## config.mk

```make
export PLATFORM = sky130hd
export DESIGN_NAME = mpmc11_strip_sequencer
export DESIGN_NICKNAME = d
export VERILOG_FILES = /design/src/rtl/mpmc11_pkg.sv /design/src/rtl/mpmc11_strip_counter.sv /design/src/rtl/mpmc11_strip_sequencer.sv
export SDC_FILE = /design/constraint.sdc
export NUM_CORES = 1
export LEC_CHECK = 0
export CORE_AREA = 2 2 92 94
export CTS_CLUSTER_SIZE = 24
export DETAILED_ROUTE_END_ITERATION = 7
export DIE_AREA = 0 0 94 96
export SETUP_SLACK_MARGIN = 0.05
export SLEW_MARGIN = 30
export SYNTH_ARGS = -nofsm -noshare
export SYNTH_HDL_FRONTEND = slang
export SYNTH_SLANG_ARGS = --single-unit
```

## constraint.sdc

```tcl
create_clock -name clk -period 2 [get_ports clk]
set_input_delay 0.4 -clock clk [delete_from_list [all_inputs] [get_ports clk]]
set_output_delay 0.4 -clock clk [all_outputs]
set_load 0.005 [all_outputs]
```

## src/rtl/mpmc11_pkg.sv

```systemverilog
// Shared types and default parameters for the mpmc11 per-port strip sequencer.
package mpmc11_pkg;

  localparam int DEF_MAX_STRIPS    = 16;
  localparam int DEF_PRESET_CYCLES = 3;
  localparam int DEF_TO_BITS       = 12;
  localparam int DEF_SW            = $clog2(DEF_MAX_STRIPS);

  typedef logic [DEF_SW-1:0] strip_cnt_t;

  typedef enum logic [2:0] {
    IDLE,
    PRESET,
    DECODE,
    WR_DATA,
    WR_CMD,
    RD_CMD,
    RD_WAIT,
    DONE
  } mpmc11_state_t;

endpackage

```

## src/rtl/mpmc11_strip_counter.sv

```systemverilog
// Strip counter with synchronous clear, increment enable and a terminal-count
// match; it saturates at the terminal value so it can never wrap.
module mpmc11_strip_counter #(
  parameter int W = 4
) (
  input  logic         clk,
  input  logic         rst,
  input  logic         i_clr,
  input  logic         i_inc,
  input  logic [W-1:0] i_term,
  output logic [W-1:0] o_count,
  output logic         o_match
);

  logic [W-1:0] r_count;

  // NOTE: state registers use non-blocking assignments so every flop samples
  // the pre-edge values and simulation matches the synthesized hardware.
  always_ff @(posedge clk or negedge rst) begin
    if (!rst)                  r_count <= '0;
    else if (i_clr)            r_count <= '0;
    else if (i_inc && !o_match) r_count <= r_count + 1'b1;
  end

  assign o_count = r_count;
  assign o_match = (r_count == i_term);

endmodule

```

## src/rtl/mpmc11_strip_sequencer.sv

```systemverilog
// Per-port sequencer: turns one request-fifo entry into MIG app write-data,
// command and read-response handshakes, with a hang timer that drops the entry.
module mpmc11_strip_sequencer
  import mpmc11_pkg::*;
#(
  parameter  int MAX_STRIPS    = DEF_MAX_STRIPS,
  parameter  int PRESET_CYCLES = DEF_PRESET_CYCLES,
  parameter  int TO_BITS       = DEF_TO_BITS,
  localparam int SW            = $clog2(MAX_STRIPS)
) (
  input  logic          clk,
  input  logic          rst,
  input  logic          calib_complete,
  input  logic          fifo_empty,
  input  logic          rd_rst_busy,
  input  logic          fifo_stb,
  input  logic          fifo_we,
  input  logic [SW-1:0] fifo_nstrips,
  output logic          fifo_rd,
  input  logic          rdy,
  input  logic          wdf_rdy,
  input  logic          rd_data_valid,
  output logic          cmd_en,
  output logic          cmd_wr,
  output logic          wdf_wren,
  output logic          wdf_end,
  output logic [SW-1:0] req_strip_cnt,
  output logic [SW-1:0] resp_strip_cnt,
  output mpmc11_state_t state,
  output logic          busy,
  output logic          timeout_err
);

  localparam int PW = $clog2(PRESET_CYCLES + 1);

  mpmc11_state_t r_state;
  logic [PW-1:0]      r_preset;
  logic [TO_BITS-1:0] r_timer;
  logic [SW-1:0]      r_nstrips;
  logic               r_is_wr;
  logic               r_resp_done;
  logic               r_timeout_err;

  logic w_busy, w_wr_beat, w_cmd_acc, w_resp, w_accept, w_abort;
  logic w_req_clr, w_req_inc, w_req_match, w_resp_clr, w_resp_match, w_resp_all;

  assign w_busy    = (r_state != IDLE);
  assign w_wr_beat = (r_state == WR_DATA) && wdf_rdy;
  assign w_cmd_acc = ((r_state == WR_CMD) || (r_state == RD_CMD)) && rdy;
  assign w_resp    = ((r_state == RD_CMD) || (r_state == RD_WAIT)) && rd_data_valid;
  assign w_accept  = w_wr_beat || w_cmd_acc || w_resp;
  assign w_abort   = w_busy && calib_complete && (&r_timer);

  // The resp counter saturates at nstrips_q, so the (nstrips_q+1)-th response
  // is remembered separately in r_resp_done.
  assign w_resp_all = r_resp_done || (w_resp && w_resp_match);

  assign w_req_clr  = (r_state == DECODE) || (w_wr_beat && w_req_match);
  assign w_req_inc  = w_wr_beat || w_cmd_acc;
  assign w_resp_clr = (r_state == DECODE);

  mpmc11_strip_counter #(.W(SW)) u_req_cnt (
    .clk     (clk),
    .rst     (rst),
    .i_clr   (w_req_clr),
    .i_inc   (w_req_inc),
    .i_term  (r_nstrips),
    .o_count (req_strip_cnt),
    .o_match (w_req_match)
  );

  mpmc11_strip_counter #(.W(SW)) u_resp_cnt (
    .clk     (clk),
    .rst     (rst),
    .i_clr   (w_resp_clr),
    .i_inc   (w_resp),
    .i_term  (r_nstrips),
    .o_count (resp_strip_cnt),
    .o_match (w_resp_match)
  );

  always_ff @(posedge clk or negedge rst) begin
    if (!rst) begin
      r_state       <= IDLE;
      r_preset      <= '0;
      r_timer       <= '0;
      r_nstrips     <= '0;
      r_is_wr       <= 1'b0;
      r_resp_done   <= 1'b0;
      r_timeout_err <= 1'b0;
    end else begin
      r_timeout_err <= 1'b0;
      if (w_accept)                      r_timer <= '0;
      else if (w_busy && calib_complete) r_timer <= r_timer + 1'b1;

      if (r_state == DECODE)             r_resp_done <= 1'b0;
      else if (w_resp && w_resp_match)   r_resp_done <= 1'b1;

      // NOTE: a later non-blocking assignment in the same block wins, so each
      // transition below overrides the default timer update with a clear.
      if (w_abort) begin
        r_state       <= IDLE;
        r_preset      <= '0;
        r_timer       <= '0;
        r_timeout_err <= 1'b1;
      end else begin
        case (r_state)
          IDLE: if (!fifo_empty && !rd_rst_busy && calib_complete) begin
            r_state <= PRESET;
            r_timer <= '0;
          end
          PRESET: if (r_preset == PW'(PRESET_CYCLES - 1)) begin
            r_preset <= '0;
            r_state  <= DECODE;
            r_timer  <= '0;
          end else begin
            r_preset <= r_preset + 1'b1;
          end
          DECODE: begin
            r_nstrips <= fifo_nstrips;
            r_is_wr   <= fifo_stb && fifo_we;
            r_state   <= (fifo_stb && fifo_we) ? WR_DATA : RD_CMD;
            r_timer   <= '0;
          end
          WR_DATA: if (w_wr_beat && w_req_match) begin
            r_state <= WR_CMD;
            r_timer <= '0;
          end
          WR_CMD: if (w_cmd_acc && w_req_match) begin
            r_state <= DONE;
            r_timer <= '0;
          end
          RD_CMD: if (w_cmd_acc && w_req_match) begin
            r_state <= w_resp_all ? DONE : RD_WAIT;
            r_timer <= '0;
          end
          RD_WAIT: if (w_resp_all) begin
            r_state <= DONE;
            r_timer <= '0;
          end
          DONE: begin
            r_state <= IDLE;
            r_timer <= '0;
          end
          default: r_state <= IDLE;
        endcase
      end
    end
  end

  assign state       = r_state;
  assign busy        = w_busy;
  assign cmd_en      = (r_state == WR_CMD) || (r_state == RD_CMD);
  assign cmd_wr      = (r_state == WR_CMD) && r_is_wr;
  assign wdf_wren    = (r_state == WR_DATA);
  assign wdf_end     = (r_state == WR_DATA);
  assign fifo_rd     = (r_state == DONE) || r_timeout_err;
  assign timeout_err = r_timeout_err;

endmodule

```

=== After elaboration in Yosys (flattened, before gate mapping) ===
Cells that the tools add are included.

* $add $sub $neg: 4
* Eq/ne operators: 16
* Multiplexer cells: 29
* Bitwise operators: 1
* Reductions and logical operators: 36

{| class="wikitable"
|+ Operators with widths
! operator !! count
|-
| $mux 12 || 8
|-
| $pmux 12 s6 || 1
|-
| $mux 3 || 8
|-
| $pmux 3 s8 || 1
|-
| $mux 4 || 4
|-
| $logic_and 1x1->1 || 14
|-
| $add 12x1->12 const B || 1
|-
| $eq 3x3->1 const B || 4
|-
| $reduce_and 12->1 || 1
|-
| $ne 3x3->1 const B || 3
|-
| $add 4x1->4 const B || 2
|-
| $eq 4x4->1 || 2
|-
| $reduce_bool 2->1 || 4
|-
| $logic_or 1x1->1 || 7
|-
| $eq 3x2->1 const B || 2
|-
| $mux 2 || 3
|-
| $ne 3x2->1 const B || 2
|-
| $reduce_and 6->1 || 1
|-
| $logic_not 1->1 || 4
|-
| $mux 1 || 4
|-
| $reduce_or 2->1 || 2
|-
| $eq 3x1->1 const B || 1
|-
| $logic_not 3->1 || 1
|-
| $ne 3x1->1 const B || 1
|-
| 5 further kinds || 5
|}

* Register bits: 32
* Input port bits: 14
* Output and inout port bits: 18
* Logic and storage cells: 95

=== Logic depth before layout (Yosys ltp) ===
* Depth in word-level cells: 9
* Depth in mapped cells: 8

=== Cells and area by module ===
From an unflattened synthesis, not the netlist that was laid out.

* Cells, all modules: 180
* Area, all modules: 1,895.6 µm²

{| class="wikitable"
|+ By module, submodules not included
! module !! times used !! cells each !! area each (µm²)
|-
| mpmc11_strip_sequencer || 1 || 134 || 1,367.6
|-
| mpmc11_strip_counter || 2 || 23 || 264.0
|}

=== Worst setup path before layout ===
No wires, ideal clock.

* Path kind: register -> register
* From: register r_state[2] (netlist: state[2])
* To: register r_nstrips[0]
* Library setup time: 125 ps
* Arrival: 2,031 ps
* Path slack: -156 ps
* Stages on the path, launching flop included: 9
* Period minus slack after synthesis: 2,156 ps
* Path through: dfrtp_1 buf_6 o31a_4 and3_4 buf_6 and4_1 buf_6 nor3_4 mux2_2

* Word-level cells in the longest chain between the ends: 5
* Elaborated cells between the ends (all ways): 6
* Those cells by class: eq/ne: 1; bitwise: 1; reduce/logical: 4

{| class="wikitable"
|+ Ends and longest elaborated chain
! what !! line !! text
|-
| start: declaration || mpmc11_strip_sequencer.sv:36 || <nowiki>mpmc11_state_t r_state;</nowiki>
|-
| start signal: assignment || mpmc11_strip_sequencer.sv:122 || <nowiki>r_state <= (fifo_stb && fifo_we) ? WR_DATA : RD_CMD;</nowiki>
|-
| start signal: assignment || mpmc11_strip_sequencer.sv:134 || <nowiki>r_state <= w_resp_all ? DONE : RD_WAIT;</nowiki>
|-
| $reduce_bool 3->1 || mpmc11_strip_sequencer.sv:47 || <nowiki>assign w_busy = (r_state != IDLE);</nowiki>
|-
| $logic_and 1x1->1 (2 in a row) || mpmc11_strip_sequencer.sv:52 || <nowiki>assign w_abort = w_busy && calib_complete && (&r_timer);</nowiki>
|-
| $not 1->1 (no source line) || - ||
|-
| $reduce_and 2->1 (no source line) (*) || - ||
|-
| end signal: assignment || mpmc11_strip_sequencer.sv:120 || <nowiki>r_nstrips <= fifo_nstrips;</nowiki>
|-
| end: declaration || mpmc11_strip_sequencer.sv:39 || <nowiki>logic [SW-1:0] r_nstrips;</nowiki>
|}

Mark *: on every way between the ends. The rest lies on a longest branch, timed or not.
A chain may end at the register's enable or synchronous reset.

=== Worst setup path in the final report ===
* From: register r_state[0] (netlist: state[0])
* To: register r_timer[5]

* Word-level cells in the longest chain between the ends: 9
* Elaborated cells between the ends (all ways): 33
* Those cells by class: eq/ne: 7; mux: 9; reduce/logical: 17

{| class="wikitable"
|+ Ends and longest elaborated chain
! what !! line !! text
|-
| $eq 3x3->1, on equally long branches || mpmc11_strip_sequencer.sv:49, mpmc11_strip_sequencer.sv:107, mpmc11_strip_sequencer.sv:50 ||
|-
| $logic_or 1x1->1 || mpmc11_strip_sequencer.sv:49 || <nowiki>assign w_cmd_acc = ((r_state == WR_CMD) || (r_state == RD_CMD)) && rdy;</nowiki>
|-
| $logic_and 1x1->1 || mpmc11_strip_sequencer.sv:49 ||
|-
| $logic_or 1x1->1 (2 in a row) || mpmc11_strip_sequencer.sv:51 || <nowiki>assign w_accept = w_wr_beat || w_cmd_acc || w_resp;</nowiki>
|-
| $mux 12 || mpmc11_strip_sequencer.sv:93 || <nowiki>if (w_accept) r_timer <= '0;</nowiki>
|-
| $mux 12, on equally long branches || - ||
|-
| $pmux 12 s6 || mpmc11_strip_sequencer.sv:107 || <nowiki>case (r_state)</nowiki>
|-
| $mux 12 (*) || mpmc11_strip_sequencer.sv:101 || <nowiki>if (w_abort) begin</nowiki>
|-
| end signal: assignment || mpmc11_strip_sequencer.sv:94 || <nowiki>else if (w_busy && calib_complete) r_timer <= r_timer + 1'b1;</nowiki>
|-
| end: declaration || mpmc11_strip_sequencer.sv:38 || <nowiki>logic [TO_BITS-1:0] r_timer;</nowiki>
|}

Marks and branches as above.

==> results.sh <==
export IMPL_clock_latency_ns=0.28
export IMPL_r2r_slack_ns=0.03
export IMPL_synth_edf_count=0
export IMPL_rsz0062_at_grt="true"
export IMPL_timing_final_crit_share=0.987
export IMPL_cp_cell_sequence="buf_6, buf_6, nor3b_4, a222oi_1, nand2_1, o31ai_4, buf_6, nor3_1"
export IMPL_synth_common_cells="32 x dfrtp_1, 20 x nor2_1, 14 x nand2_1, 14 x xnor2_1"
export IMPL_die_w_um=94
export IMPL_hold_viol=0
export IMPL_cts_made_buffers=5
export IMPL_yosysSeqAreaShare=0.426
export IMPL_status="finished, final reports clean"
export IMPL_fin_ws_ns=0.0262
export IMPL_antenna_found_initial=0
export IMPL_final_setup_viol_count=0
export IMPL_p_leak_nw=1.20
export IMPL_vias=1628
export IMPL_dp_slack_ns=-0.376
export IMPL_grt_max_degree=33
export IMPL_critical_path_startpoint="state[0]"
export IMPL_nNetsFinal=277
export IMPL_cts_tree="done"
export IMPL_clock_skew_ns=0.00522
export IMPL_core_um2=8050
export IMPL_synth_seq_cells=32
export IMPL_relSlewSlack=0.725
export IMPL_worst_setup_path_end_kind="register"
export IMPL_synthArstFlopShare=1.00
export IMPL_worstSetupPathType="register to register"
export IMPL_start_kind="register"
export IMPL_ctsHtreeMaxLevel=2
export IMPL_drv_cap=0
export IMPL_yosysTopAreaCell="dfrtp_1"
export IMPL_critPathMaxFanout=6
export IMPL_vdd_ir_drop_max_mv=0.392
export IMPL_synthToLayoutAreaGrowth_pct=44.8
export IMPL_cp_common_cell="buf_6"
export IMPL_critical_path_required_ns=2.17
export IMPL_grtUsageTotal=0.112
export IMPL_num_io_pins=32
export IMPL_start_util=0.234
export IMPL_cp_arrival_ns=2.14
export IMPL_antenna_left=0
export IMPL_fmax_mhz=507
export IMPL_crit_buf_inv=3
export IMPL_finish_utilization=0.338
export IMPL_synth_top_area_frac=0.426
export IMPL_drtIter0Drc=41
export IMPL_ys_flop_type="dfrtp_1"
export IMPL_syn_area_um2=1880
export IMPL_worstMarginPinSlew_ns=0.413
export IMPL_clkTransAtPathRegs_ns=0.07
export IMPL_die_y_um=96
export IMPL_power_density_nw_per_um2=1340
export IMPL_cp_slowest_stage_delay_ns=0.43
export IMPL_maxSlewViolCount=0
export IMPL_wl_um=4920
export IMPL_detailed_place_hpwl_um=3350
export IMPL_r2r_end="r_timer[5]"
export IMPL_crit_path_top_delay_cell="dfrtp_1"
export IMPL_grt_pass1_wl_um=7940
export IMPL_cts_root_buf="clkbuf_8"
export IMPL_gp_congestion=0.786
export IMPL_cts_sinks=32
export IMPL_syn_instance_count=196
export IMPL_timing_rr_start="state[0]"
export IMPL_yosys_top_cells_area="dfrtp_1 43%, xnor2_1 6.5%, xor2_1 5.6%"
export IMPL_clock_path_buffers=2
export IMPL_firstDrtPassIters=4
export IMPL_fin_crit_ns=1.97
export IMPL_layout_drive_gt1_share=0.253
export IMPL_cpLargestDelayFamily="compound AO/OA/AOI/OAI gates"
export IMPL_yosysUniqueCellTypes=42
export IMPL_io_buffers=31
export IMPL_antenna_cells=0
export IMPL_route_detailed_drc=0
export IMPL_vias_per_cell=4.45
export IMPL_syn_nets=213
export IMPL_min_path_type="primary input to asynchronous set/reset pin"
export IMPL_r2r_cells=8
export IMPL_grt_ovfl_total=0
export IMPL_dieArea_um2=9020
export IMPL_first_global_vias=1597
export IMPL_fp_row_count=33
export IMPL_wire_per_inst_um=13.4
export IMPL_synth_most_common_cell="dfrtp_1"
export IMPL_syn_area_per_cell_um2=9.59
export IMPL_postCtsHoldBufs=0
export IMPL_ys_warn_count=0
-- power breakdown --
group / internal, W / switching [W]
Combinational: 0.00114 / 0.000948
Sequential: 0.000822 / 0.000216
Clock: 0.000274 / 0.000237
-- per-layer routing --
| metal | GRT usage | wire [um] | vias up |
|---|---|---|---|
| met5 | 0 | 0 | - |
| met3 | 0.0290 | 210 | 2 |
| met4 | 0.0217 | 8 | 0 |
| met1 | 0.142 | 2240 | 778 |
| li1 | - | - | 819 |
| met2 | 0.194 | 2470 | 29 |
-- worst max path at each step --
| stage | end | slack (ns) | depth (start not counted) |
|---|---|---|---|
| floorplan | r_is_wr | -0.11 | 8 |
| global placement | r_timer[9] | -0.37 | 7 |
| detailed placement | r_timer[11] | -0.38 | 7 |
| CTS | r_timer[9] | 0.05 | 7 |
| global route | state[0] | -0.08 | 8 |
| finish | r_timer[5] | 0.03 | 8 |
-- worst reg2reg max path: cells and delay by family (launching register included) --
family          cells  cell delay, ns
compound gates      2            0.61
buf+inv             3            0.45
flops               1            0.43
simple gates        3            0.38
-- area by class of cell --
class	count	area (um^2)
clock inverters	2	10.0
repair buffers	67	602
inverters	6	22.5
clock buffers	6	82.6
well taps	105	131
fillers	829	5330
flip-flops and latches	32	803
multi-input cells	148	1070
-- cells in the final DEF, fill, tap and decap left out, types with 5 or more instances in the layout --
| cell type | Yosys | routed |
|---|---|---|
| inv_1 | 6 | 6 |
| nor2_1 | 20 | 19 |
| dfrtp_1 | 32 | 30 |
| a21oi_1 | 6 | 6 |
| nor3_1 | 11 | 9 |
| mux2_4 | 0 | 5 |
| buf_4 | 1 | 30 |
| xnor2_1 | 14 | 14 |
| clkdlybuf4s50_1 | 0 | 23 |
| dlygate4sd2_1 | 0 | 5 |
| nand2_1 | 14 | 14 |
| nand3_1 | 12 | 12 |
| buf_6 | 3 | 6 |
| clkbuf_8 | 0 | 6 |
| xor2_1 | 12 | 12 |
| nand4_1 | 7 | 7 |
-- through the flow --
stage / area (um^2) / setup TNS (ns) / total power [W] / hold WS [ns] / std cells
floorplan: 1900 / -0.556 / 0.00206 / 0.104 / 196
global placement: 2450 / -5.77 / 0.00267 / 0.501 / 345
detailed placement: 2450 / -5.82 / 0.00270 / 0.529 / 345
CTS: 2650 / 0 / 0.00350 / 0.534 / 361
global route: 2720 / -0.459 / 0.00391 / 0.541 / 366
finish: 2720 / 0 / 0.00364 / 0.522 / 366
-- state kept, by name (all words and copies together), names as in the netlist --
name,count
r_timer,12
r_nstrips,4
u_req_cnt.o_count,4
u_resp_cnt.o_count,4
state,3
r_preset,2
r_is_wr,1
r_resp_done,1
timeout_err,1
-- cell families after synthesis --
logic type      synth area share
simple gates               0.236
fa+ha+maj                 0.0200
flops                      0.426
xor+xnor                   0.121
compound gates             0.104
mux                       0.0459
buf+inv                   0.0472
-- what timing repair did --
item,4_1_cts,5_1_grt
buffers inserted,7,5
hold endpoints to repair,0,0
cloned,1,0
pin swaps,3,2
gates resized for setup,23,11
endpoints found under the setup margin,19,19
(Power assumes the default switching activity.)
